[config.mk]
export PLATFORM = sky130hd
export DESIGN_NAME = rr_arbiter16_flat
export DESIGN_NICKNAME = d
export VERILOG_FILES = /design/src/rtl/rr_arbiter16_if.sv /design/src/rtl/rr_arbiter16.sv /design/src/flat_wrapper.sv
export SDC_FILE = /design/constraint.sdc
export NUM_CORES = 1
export LEC_CHECK = 0
export ABC_AREA = 1
export ABC_CLOCK_PERIOD_IN_PS = 6850
export BUFFER_PORTS_ARGS = -buffer_cell sky130_fd_sc_hd__buf_2
export CAP_MARGIN = 20
export CELL_PAD_IN_SITES_DETAIL_PLACEMENT = 0
export CELL_PAD_IN_SITES_GLOBAL_PLACEMENT = 1
export CORE_UTILIZATION = 44
export CTS_BUF_LIST = sky130_fd_sc_hd__clkbuf_8
export CTS_CLUSTER_DIAMETER = 80
export DETAILED_ROUTE_END_ITERATION = 10
export PLACE_DENSITY = 0.85
export SLEW_MARGIN = 30
export SYNTH_ARGS = -nofsm -noshare
export SYNTH_HDL_FRONTEND = slang
export SYNTH_SLANG_ARGS = --single-unit
[constraint.sdc]
create_clock -name clk -period 6.85 [get_ports clk]
set_input_delay 1.37 -clock clk [delete_from_list [all_inputs] [get_ports clk]]
set_output_delay 1.37 -clock clk [all_outputs]
set_load 0.02 [all_outputs]
[src/rtl/rr_arbiter16_if.sv]
// Request/grant bundle between 16 requesters and the round-robin arbiter.
interface rr_arbiter16_if;
    logic [15:0] req;
    logic        done;
    logic [15:0] gnt;
    logic [3:0]  gnt_code;
    logic        gnt_valid;
    logic        timeout;

    // Requester/consumer side drives req and done, observes the grant.
    modport master (
        output req, done,
        input  gnt, gnt_code, gnt_valid, timeout
    );

    // Arbiter side.
    modport slave (
        input  req, done,
        output gnt, gnt_code, gnt_valid, timeout
    );
endinterface

[src/rtl/rr_arbiter16.sv]
// 16-way round-robin arbiter. One grant at a time, held until the owner drops
// its request, the consumer pulses done, or the optional MAX_HOLD timeout
// expires. One idle cycle always separates consecutive grants.
module rr_arbiter16 #(
    parameter int unsigned MAX_HOLD = 0   // 0 disables the hold timeout
) (
    input  logic           clk,
    input  logic           rst,
    rr_arbiter16_if.slave  bus
);

    typedef enum logic {IDLE, GRANT} state_e;

    state_e      state_q;
    logic [15:0] gnt_q;
    logic [3:0]  code_q;
    logic        valid_q;
    logic        timeout_q;
    logic [3:0]  ptr_q;       // last granted index; scan starts just above it
    logic [15:0] hold_cnt_q;

    logic        found_d;
    logic [3:0]  idx_d;
    logic [15:0] gnt_d;
    logic        rel_done;
    logic        rel_drop;
    logic        rel_hold;
    logic        release_d;

    // 16-to-4 one-hot encoder; zero input encodes to zero.
    function automatic logic [3:0] enc16to4(input logic [15:0] oh);
        logic [3:0] r;
        r = 4'd0;
        for (int i = 0; i < 16; i++) begin
            if (oh[i]) r = r | 4'(i);
        end
        return r;
    endfunction

    // Priority scan from ptr+1 upward with wrap; ptr itself is checked last.
    always_comb begin
        logic [3:0] cand;
        found_d = 1'b0;
        idx_d   = 4'd0;
        cand    = 4'd0;
        for (int k = 1; k <= 16; k++) begin
            cand = ptr_q + 4'(k);
            if (!found_d && bus.req[cand]) begin
                found_d = 1'b1;
                idx_d   = cand;
            end
        end
        gnt_d = found_d ? (16'h0001 << idx_d) : 16'h0000;
    end

    // Release terms for the grant currently held.
    always_comb begin
        rel_done  = bus.done;
        rel_drop  = !bus.req[code_q];
        rel_hold  = (MAX_HOLD != 0) && (hold_cnt_q == 16'(MAX_HOLD - 1));
        release_d = rel_done || rel_drop || rel_hold;
    end

    // Arbiter FSM with registered grant outputs and timeout pulse.
    always_ff @(posedge clk) begin
        if (rst) begin
            state_q    <= IDLE;
            gnt_q      <= 16'h0000;
            code_q     <= 4'd0;
            valid_q    <= 1'b0;
            timeout_q  <= 1'b0;
            ptr_q      <= 4'hF;
            hold_cnt_q <= 16'd0;
        end else begin
            timeout_q <= 1'b0;
            case (state_q)
                IDLE: begin
                    if (found_d) begin
                        gnt_q      <= gnt_d;
                        code_q     <= enc16to4(gnt_d);
                        valid_q    <= 1'b1;
                        hold_cnt_q <= 16'd0;
                        state_q    <= GRANT;
                    end
                end
                GRANT: begin
                    if (release_d) begin
                        gnt_q     <= 16'h0000;
                        code_q    <= 4'd0;
                        valid_q   <= 1'b0;
                        ptr_q     <= code_q;
                        state_q   <= IDLE;
                        // Flag only releases forced purely by the hold limit.
                        timeout_q <= rel_hold && !rel_done && !rel_drop;
                    end else if (hold_cnt_q != 16'hFFFF) begin
                        hold_cnt_q <= hold_cnt_q + 16'd1;
                    end
                end
            endcase
        end
    end

    assign bus.gnt       = gnt_q;
    assign bus.gnt_code  = code_q;
    assign bus.gnt_valid = valid_q;
    assign bus.timeout   = timeout_q;

endmodule

[src/flat_wrapper.sv]
// flat-port wrapper written by rule: the top's interface ports become plain ports
module rr_arbiter16_flat 
#(
    parameter int unsigned MAX_HOLD = 0                                 
)
  (clk, rst, bus_req, bus_done, bus_gnt, bus_gnt_code, bus_gnt_valid, bus_timeout);
  rr_arbiter16_if bus_i ();
  input  logic clk;
  input  logic rst;
  input wire logic [$bits(bus_i.req)-1:0] bus_req;
  input wire logic [$bits(bus_i.done)-1:0] bus_done;
  output wire logic [$bits(bus_i.gnt)-1:0] bus_gnt;
  output wire logic [$bits(bus_i.gnt_code)-1:0] bus_gnt_code;
  output wire logic [$bits(bus_i.gnt_valid)-1:0] bus_gnt_valid;
  output wire logic [$bits(bus_i.timeout)-1:0] bus_timeout;
  assign bus_i.req = bus_req;
  assign bus_i.done = bus_done;
  assign bus_gnt = bus_i.gnt;
  assign bus_gnt_code = bus_i.gnt_code;
  assign bus_gnt_valid = bus_i.gnt_valid;
  assign bus_timeout = bus_i.timeout;
  rr_arbiter16 #(.MAX_HOLD(MAX_HOLD)) u_core (.clk(clk), .rst(rst), .bus(bus_i));
endmodule
After elaboration in Yosys (flattened, before gate mapping)
Index checks and enable logic that the tools add are counted.
Cells by class
  bitwise gates (word level): 1
  shift operators: 1
  eq/ne operators: 2
  multiplexer cells: 94
  $add $sub $neg: 15
  reduce and logical (&&, ||, !) cells: 34
  $lt $le $gt $ge: 17
Operators by type and width (count)
  4-bit two-way mux: 26
  4-bit by 5-bit less-than comparator with 1-bit output (second input constant): 17
  1-bit binary-select mux with 4-bit select: 17
  16-bit two-way mux: 3
  1-bit two-way mux: 38
  4-bit adder (second input constant): 8
  16-bit one-hot mux with 2 select lines: 1
  4-bit by 3-bit adder with 4-bit output (second input constant): 4
  1-bit logical NOT: 16
  1-bit by 4-bit left shift with 16-bit output (first input constant): 1
  1-bit logical AND: 15
  3-bit two-way mux: 4
  4-bit by 2-bit adder with 4-bit output (second input constant): 2
  4-bit one-hot mux with 2 select lines: 1
  4-bit by 1-bit adder with 4-bit output (second input constant): 1
  2-bit two-way mux: 2
  1-bit one-hot mux with 2 select lines: 2
  2-bit AND reduction: 2
  2-bit by 1-bit inequality test with 1-bit output (second input constant): 1
  2-bit inequality test (second input constant): 1
  1-bit logical OR: 1
  1-bit NOT: 1
Storage, ports and cells
  output and inout bits: 22
  bits in registers: 26

Longest topological paths before layout
Gate-level depths: netlist of the first run.
  depth after elaboration: 68
  gate-level depth with buffers: 29
  mapped depth without buffers: 28

Worst setup path after synthesis of the first run
OpenSTA, ideal clock, no wires.
  path kind: in2reg
  start: in bus_req[6]
  end: reg u_core.gnt_q[1], in the netlist u_core.bus.gnt[1]
  path slack: 3304 ps
  buffers on the path: 0
  library setup time: 68 ps
  stages: 23
  arrival: 3478 ps
  cells stage by stage: nand2_1 -> nand3_1 -> nand3_1 -> nand2_1 -> nand2_1 -> nand2_4 -> inv_2 -> nand4_2 -> nor2_1 -> nand4_2 -> nor2_2 -> nand2_1 -> nor2_1 -> nand2_1 -> inv_1 -> nand2_1 -> nand2_1 -> nand3_1 -> nor2_2 -> nor2_8 -> nor2_2 -> nand2_1 -> a21oi_2
On the way
  cells in the longest elaborated chain, start to end: 52
  elaborated cells between the ends (all ways): 105
  those cells by class: eq/ne (2); shift (1); mux (69); reduce/logical (33)
RTL lines
  start, declared: line flat_wrapper.sv:10  | input wire logic [$bits(bus_i.req)-1:0] bus_req;
  1-bit binary-select mux with 4-bit select: line rr_arbiter16.sv:48  | if (!found_d && bus.req[cand]) begin
  1-bit two-way mux (not written as such): line rr_arbiter16.sv:48
  1-bit two-way mux: line rr_arbiter16.sv:48
  1-bit logical NOT: line rr_arbiter16.sv:48
  1-bit logical AND: line rr_arbiter16.sv:48
  1-bit two-way mux: line rr_arbiter16.sv:48
  1-bit logical NOT: line rr_arbiter16.sv:48
  1-bit logical AND: line rr_arbiter16.sv:48
  (+36 left out)
  1-bit two-way mux: line rr_arbiter16.sv:48
  1-bit logical NOT: line rr_arbiter16.sv:48
  1-bit logical AND: line rr_arbiter16.sv:48
  4-bit two-way mux: line rr_arbiter16.sv:48
  1-bit by 4-bit left shift with 16-bit output: line rr_arbiter16.sv:53  | gnt_d = found_d ? (16'h0001 << idx_d) : 16'h0000;
  16-bit two-way mux: line rr_arbiter16.sv:53
  16-bit two-way mux: line rr_arbiter16.sv:78  | if (found_d) begin
  16-bit one-hot mux with 2 select lines: line rr_arbiter16.sv:76  | case (state_q)
  end signal, assigned: line rr_arbiter16.sv:79  | gnt_q <= gnt_d;
  end, declared: line rr_arbiter16.sv:15  | logic [15:0] gnt_q;
Several ways; a longest one is shown, not always the timed one. The select of a mux whose other input is x is not followed.
A chain may end at the register's enable or synchronous reset.

Worst setup path after layout of the first run
  start: reg u_core.ptr_q[1]
  end: reg u_core.gnt_q[2], in the netlist u_core.bus.gnt[2]
On the way
  cells in the longest elaborated chain, start to end: 53
  elaborated cells between the ends (all ways): 115
  those cells by class: add/sub (15); eq/ne (1); shift (1); mux (67); reduce/logical (31)
RTL lines
  start, declared: line rr_arbiter16.sv:19  | logic [3:0] ptr_q;
  start signal, assigned: line rr_arbiter16.sv:91  | ptr_q <= code_q;
  4-bit by 1-bit adder with 4-bit output: line rr_arbiter16.sv:47  | cand = ptr_q + 4'(k);
  1-bit binary-select mux with 4-bit select: line rr_arbiter16.sv:48
  1-bit two-way mux (not written as such): line rr_arbiter16.sv:48
  1-bit two-way mux: line rr_arbiter16.sv:48
  1-bit logical NOT: line rr_arbiter16.sv:48
  1-bit logical AND: line rr_arbiter16.sv:48
  1-bit two-way mux: line rr_arbiter16.sv:48
  1-bit logical NOT: line rr_arbiter16.sv:48
  (+37 left out)
  1-bit two-way mux: line rr_arbiter16.sv:48
  1-bit logical NOT: line rr_arbiter16.sv:48
  1-bit logical AND: line rr_arbiter16.sv:48
  4-bit two-way mux: line rr_arbiter16.sv:48
  1-bit by 4-bit left shift with 16-bit output: line rr_arbiter16.sv:53
  16-bit two-way mux: line rr_arbiter16.sv:53
  16-bit two-way mux: line rr_arbiter16.sv:78
  16-bit one-hot mux with 2 select lines: line rr_arbiter16.sv:76
Several ways; a longest one is shown, not always the timed one. The select of a mux whose other input is x is not followed.

==> metrics.txt, run 1 <==
number of max-cap violations=0; Setup Skew=0.00325 ns; syn_area_per_cell=5.85 sq um; Post-Synth XOR/XNOR Area=0.0343; Syn Inst Count=517; critical path peak fanout=20; Seq/Total Area, Yosys=0.172; antenna cells=0; core area=~6500 sq um; post-CTS sizing=0; final hold viol count=0; RR Startpoint=u_core.ptr_q[1]$_SDFFE_PP1P_; Hold WC Path Type=register to register; Area Growth Syn to Fin=8.27%; fin crit share=0.729; net load switching power=roughly 1100 uW; share of cells above drive strength 1=0.176; hold depth=2; clk slew on worst S/H paths=0.08 ns; vias in the first global route=2950; EDFF count, synth=0; Worst-Margin Slew=roughly 0.83 ns; die height=84.9 um; average wire per standard cell=approximately 15 um; Net Count, Synth=544; worst vdd ir=0.263 mV; DIE AREA=roughly 7200 sq um; Cell Pwr Density=548 nW/um^2; Seq pwr share=0.145; reg2reg end=u_core.bus.gnt[2]$_SDFFE_PP0P_; placed insts=618; CTS max path bufs=2; number of buffers created by CTS=3; Post-CTS Setup Bufs=0; cell count of the worst reg-to-reg path=23; DR vias/cell=between 5 and 6; ys async rst share=0; mapped cell area=3030 sq um; hold path endpoint=u_core.bus.gnt[0]$_SDFFE_PP0P_; clk_lat worst skew=0.27 ns; min-delay src=u_core.bus.gnt[0]$_SDFFE_PP0P_; row cnt=29; met1 WL=4460 um; antenna violations before repair=0; grt ovf=0; cell taking the most area after synthesis=nand2_1; fillers=704; crit path kind=register to register; share of the synthesized area in the top cell type=0.190; Crit path required time=7.05 ns; DP HPWL=just over 7000 um; Ports=41; max frequency=0.200 GHz; post-layout util=0.505; clock root cell=clkbuf_8; Internal Pwr Total=around 700 uW; drt initial violations=278; power share of the clock group=0.054; largest family of logic cells by synthesized area=simple AND/OR/NAND/NOR gates; RePlAce Congestion=between 0.9 and 1; simple-gate share of the synthesized area=0.548; multiplexer share of the synthesized area=0; cts hold-fix bufs=0; # DRC=0; router iterations before antenna repair=5; Slew Limit Fails=0; first-pass GRT wire length=14700 um; Syn. warnings=0; # port buffers=39; metal2 WL=4060 um; Final ANT Viol Nets=0; Area contributors post-synth=nand2_1 19%, dfxtp_1 17%, nand3_1 17%; Tmin final=4.99 ns; top sig layer=met4; starting density of the core=0.466; complex-gate fraction of the synthesized area=0.110; Nets=573; Post-Route Setup TNS=0 ns; Post-Route WL=roughly 9100 um; sw frac=0.619; Clock H-tree levels=1; Die W=84.9 um; Worst setup SP type=register; metal3 WL=roughly 530 um; Synth cell types=44; outcome=completed; leakage=0.00162 uW; CTS tree=yes; Yosys reg bits=26; Primary FF master, synth=dfxtp_1; register-to-register setup slack=1.86 ns; Logic pwr share=0.801; Sink Count=26; largest net degree at the start of global routing=25; Max-slew headroom=0.448; worst path arrival time=5.19 ns; Layout Cells excl Fill=622; GRT Resource Usage Total=0.256; RSZ-0062 raised after global routing=false; CP endpoint kind=register; Synth Area in Adders=0.0331; DR vias=3423; endpoints failing setup=0
-- sequential cells by signal, summed over array words and instances, names as in the netlist --
register,cells
u_core.bus.gnt_code,4
u_core.bus.gnt_valid,1
u_core.state_q,1
u_core.ptr_q,4
u_core.bus.gnt,16
-- how the worst max path moves through the flow --
stage,startpoint,endpoint,slack [ns],depth (start not counted)
CTS,u_core.ptr_q[1]$_SDFFE_PP1P_,u_core.bus.gnt_code[1]$_SDFFE_PP0P_,1.94,23
global placement,u_core.ptr_q[1]$_SDFFE_PP1P_,u_core.bus.gnt[1]$_SDFFE_PP0P_,2.08,23
floorplan,bus_req[6],u_core.bus.gnt[1]$_SDFFE_PP0P_,3.30,23
finish,u_core.ptr_q[1]$_SDFFE_PP1P_,u_core.bus.gnt[2]$_SDFFE_PP0P_,1.86,23
detailed placement,u_core.ptr_q[1]$_SDFFE_PP1P_,u_core.bus.gnt_code[1]$_SDFFE_PP0P_,1.95,23
global route,u_core.ptr_q[1]$_SDFFE_PP1P_,u_core.bus.gnt[14]$_SDFFE_PP0P_,1.28,23
-- cells by family (layout without fill, tap and decap cells) --
logic type	count (synthesis)	after routing
AND/OR/NAND/NOR	348	348
buffers and inverters	69	97
AO/OA/AOI/OAI	57	57
flip-flops	26	26
adder cells (fa/ha/maj)	8	8
XOR/XNOR	8	8
other	1	1
-- layout make-up --
| class | count | area, sq um | share of cell area |
|---|---|---|---|
| multi-input combinational | 422 | 2200 | 0.671 |
| sequential | 26 | 520 | 0.159 |
| inverter | 54 | 210 | 0.0641 |
| timing repair buffer | 39 | 195 | 0.0596 |
| tap | 77 | 96.3 | 0.0294 |
| clock buffer | 4 | 55.1 | 0.0168 |
-- layout by cell type (no fill, tap or decap), drive strengths merged, types with 3 or more instances in the layout --
master,instances
nand3b,3
dfxtp,26
o21a,3
o21ai,17
nand4,12
nor2,53
nand3,106
ha,8
o211ai,5
a31oi,3
nand2,165
xnor2,3
buf,39
xor2,5
clkbuf,4
nor3,4
inv,53
a21oi,25
-- cell usage after synthesis, types with 7 or more instances --
cell and number:
a21oi_1 21, nand2_2 9, nand2_1 153, nor2_2 11
inv_1 41, nor2_1 39, dfxtp_1 26, nand3_1 104
nand4_1 7, ha_1 8, inv_2 10, o21ai_0 16
-- power by group through the flow --
| stage | registers [uW] | clock network [uW] | logic (uW) |
|---|---|---|---|
| 2_1_floorplan | 279 | 0 | 1100 |
| 3_3_place_gp | 262 | 0 | 1410 |
| 3_5_place_dp | 263 | 0 | 1420 |
| 4_1_cts | 260 | 100 | 1420 |
| 5_1_grt | 268 | 105 | 1590 |
| 6_report | 261 | 97.0 | 1440 |
-- worst max-delay path: stages, from the launching register on --
cell and delay [ns]:
dfxtp_1 0.83, inv_1 0.47, ha_1 0.62, inv_1 0.42, nand3_1 0.17, nand3_1 0.12, nand2_1 0.06, nand2_1 0.11
nand2_4 0.10, inv_2 0.09, nand4_2 0.08, nor2_1 0.12, nand4_2 0.12, nor2_2 0.20, nand4_2 0.17, nor2_1 0.12
nand2_1 0.10, nor2_2 0.13, nand2_1 0.11, nand2_1 0.15, nand2_1 0.08, inv_2 0.25, nand2_1 0.11, a21oi_1 0.16
-- stage by stage --
stage | hold WS (ns) | worst slack [ns] | cell area (sq um) | total power, uW
finish | 0.466 | 1.86 | 3280 | 1800
detailed placement | 0.447 | 1.95 | 3220 | 1680
global route | 0.483 | 1.28 | 3280 | 1970
global placement | 0.441 | 2.08 | 3220 | 1670
CTS | 0.467 | 1.94 | 3280 | 1790
floorplan | 0.464 | 3.30 | 3030 | 1380
-- layer usage --
metal,track usage,up-vias
li1,-,1766
met1,0.372,1533
met2,0.411,118
met3,0.0224,6
met4,0.0586,0
met5,0,-
No activity file was read; power rests on OpenSTA's default activity.
==> run 2, diff against run 1 <==
- ABC_AREA: 1 -> 0
- ABC_CLOCK_PERIOD_IN_PS: 6850 -> 4650
- CORE_UTILIZATION: 44 -> 45
- PLACE_DENSITY: 0.85 -> 0.78
- clock period: 6.85 -> 4.65 ns (I/O delays scaled with it)
==> run 2 against run 1 <==
Clock skew fell by 0.0011 ns; combinational power rose by 69%; synthesized cell count fell by 35%; largest cell class unchanged; highest routed layer unchanged; worst setup slack got worse by 1.6 ns; global-route usage rose by 0.62 points; critical path depth fell by 10; sequential power rose by 37%.
==> metrics.txt, run 2 <==
final hold viol count=0; fin crit share=0.942; top-count cell post-synth=mux4_2; Post-DP Area=roughly 3500 sq um; die height=85.0 um; largest family of logic cells by synthesized area=multiplexers; router iterations before antenna repair=5; Post-Route WL=between 9000 and 10000 um; largest net degree at the start of global routing=25; Syn Inst Count=~340; ys async rst share=0; share of cells above drive strength 1=0.319; hold_ws=between 0.4 and 0.5 ns; sw frac=0.529; Primary FF master, synth=dfxtp_1; # port buffers=39; number of buffers created by CTS=3; commonest non-fill, non-tap cell in the layout=buf_2; Post-Route Setup TNS=0 ns; Seq pwr share=0.122; Synth cell types=59; Seq/Total Area, Yosys=0.168; Area Growth Syn to Fin=15.0%; outcome=completed; critical path peak fanout=10; Setup Skew=0.00215 ns; drt initial violations=approximately 240; post-route design area=3570 sq um; Worst setup SP type=register; area of the multi-input gates=2440 sq um; CTS max path bufs=2; Post-Synth XOR/XNOR Area=0.0367; EDFF count, synth=0; DR vias/cell=6.74; Net Count, Synth=362; Reg area=520 sq um; vias in the first global route=2860; number of max-cap violations=0; first-pass GRT wire length=15000 um; RePlAce Congestion=0.952; Yosys reg bits=26; net load switching power=1550 uW; worst path arrival time=4.55 ns; simple-gate share of the synthesized area=0.158; Nets=between 400 and 500; DP HPWL=roughly 7400 um; Slew Limit Fails=0; Layout Cells excl Fill=463; endpoints failing setup=0; CP endpoint kind=register; core area=between 6000 and 7000 sq um; DR vias=3120; most frequent cells in the layout=39 x buf_2, 28 x mux4_2, 26 x dfxtp_1, 25 x buf_4, 24 x mux2i_1; Crit path required time=around 4.8 ns; worst vdd ir=around 0.43 mV; Largest register FFs=16; Post-CTS Setup Bufs=0; leakage=approximately 0.0015 uW; placed insts=459; CTS tree=yes; mapped cell area=3100 sq um; cell taking the most area after synthesis=mux4_2; crit path kind=register to register; fillers=601; Syn. warnings=0; power share of the clock group=0.050; complex-gate fraction of the synthesized area=0.231; Hold WC Path Type=register to register; max frequency=about 0.23 GHz; clock root cell=clkbuf_8; share of the synthesized area in the top cell type=0.203; Synth Area in Adders=0.0323; Die W=85.0 um; Logic pwr share=0.829; antenna violations before repair=0; Ports=between 40 and 50; Worst-Margin Slew=0.605 ns; Synth top cells by count=28 x mux4_2, 26 x dfxtp_1, 24 x mux2i_1; multiplexer share of the synthesized area=0.324; Internal Pwr Total=1380 uW; # DRC=0; Cell Pwr Density=823 nW/um^2; starting density of the core=0.478; Final ANT Viol Nets=0; row cnt=29; average wire per standard cell=20.0 um; syn_area_per_cell=9.26 sq um; antenna cells=0; Max-slew headroom=0.594; RSZ-0062 raised after global routing=false; clk_lat worst skew=0.27 ns; Sink Count=26; Area contributors post-synth=mux4_2 20%, dfxtp_1 17%, mux2i_1 7.7%; DIE AREA=7230 sq um; grt ovf=0; GRT Resource Usage Total=0.262; clk slew on worst S/H paths=about 0.090 ns; Tmin final=4.38 ns; Clock H-tree levels=1
==> run 2: per-stage QoR <==
stage               power [uW]  worst slack [ns]  utilization
global placement          2730             0.243        0.540
detailed placement        2740             0.183        0.540
CTS                       2890             0.219        0.549
floorplan                 2030            0.0859            -
finish                    2940             0.271        0.549
global route              3140            0.0544        0.549
==> run 2: path summary, 6_finish.rpt <==
| kind | slack (ns) | depth (start not counted) | to | start |
|---|---|---|---|---|
| worst max-delay path | 0.27 | 13 | u_core.bus.gnt[3]$_SDFFE_PP0P_ | u_core.ptr_q[1]$_SDFFE_PP1P_ |
| worst min-delay path | 0.47 | 1 | u_core.bus.gnt[1]$_SDFFE_PP0P_ | u_core.bus.gnt[1]$_SDFFE_PP0P_ |
| worst max register to register | 0.27 | 13 | u_core.bus.gnt[3]$_SDFFE_PP0P_ | u_core.ptr_q[1]$_SDFFE_PP1P_ |
| worst min register to register | 0.47 | 1 | u_core.bus.gnt[1]$_SDFFE_PP0P_ | u_core.bus.gnt[1]$_SDFFE_PP0P_ |
==> run 2: routing by layer <==
layer | track usage | up-vias | wire length (um)
li1 | - | 1430 | -
met1 | 0.370 | 1536 | 4120
met2 | 0.436 | 144 | 4400
met3 | 0.0311 | 10 | 623
met4 | 0.0508 | 0 | 112
met5 | 0 | - | 0
==> run 2: area by class of cell <==
type	count	share of cell area
timing repair buffer	65	0.113
multi-input combinational	277	0.684
tap	77	0.0270
inverter	14	0.0147
sequential	26	0.146
clock buffer	4	0.0154
==> run 2: worst max-delay path, cell delays in order, from the launching register on <==
cell	delay [ns]
dfxtp_1	0.50
inv_1	0.11
ha_2	0.45
buf_4	0.23
mux4_2	0.41
mux2i_1	0.24
mux2i_1	0.15
or3_4	0.38
or3_4	0.40
o311a_1	0.36
o211ai_1	0.21
and3_1	0.33
and3b_1	0.24
a32o_1	0.26
==> run 2: logic make-up (layout without fill, tap and decap cells) <==
group                      after synthesis  in the layout
muxes                                   64             64
other                                    1              1
buffers and inverters                   32             83
and+or+nand+nor                         95             95
adders and majority gates                8              8
xor gates and xnor gates                13             13
DFF                                     26             26
AOI/OAI and AO/OA                       96             96
==> run 2: power groups by stage <==
| stage | Clock [uW] | Sequential, uW | Combinational [uW] |
|---|---|---|---|
| floorplan | 0 | 402 | 1630 |
| global placement | 0 | 361 | 2370 |
| detailed placement | 0 | 364 | 2370 |
| CTS | 150 | 358 | 2390 |
| global route | 159 | 366 | 2610 |
| finish | 146 | 357 | 2430 |
==> run 2: repair_timing <==
action | in CTS | in global routing
resized for setup | 0 | 1
endpoints found under the setup margin | 0 | 3
hold buffers | 0 | 0
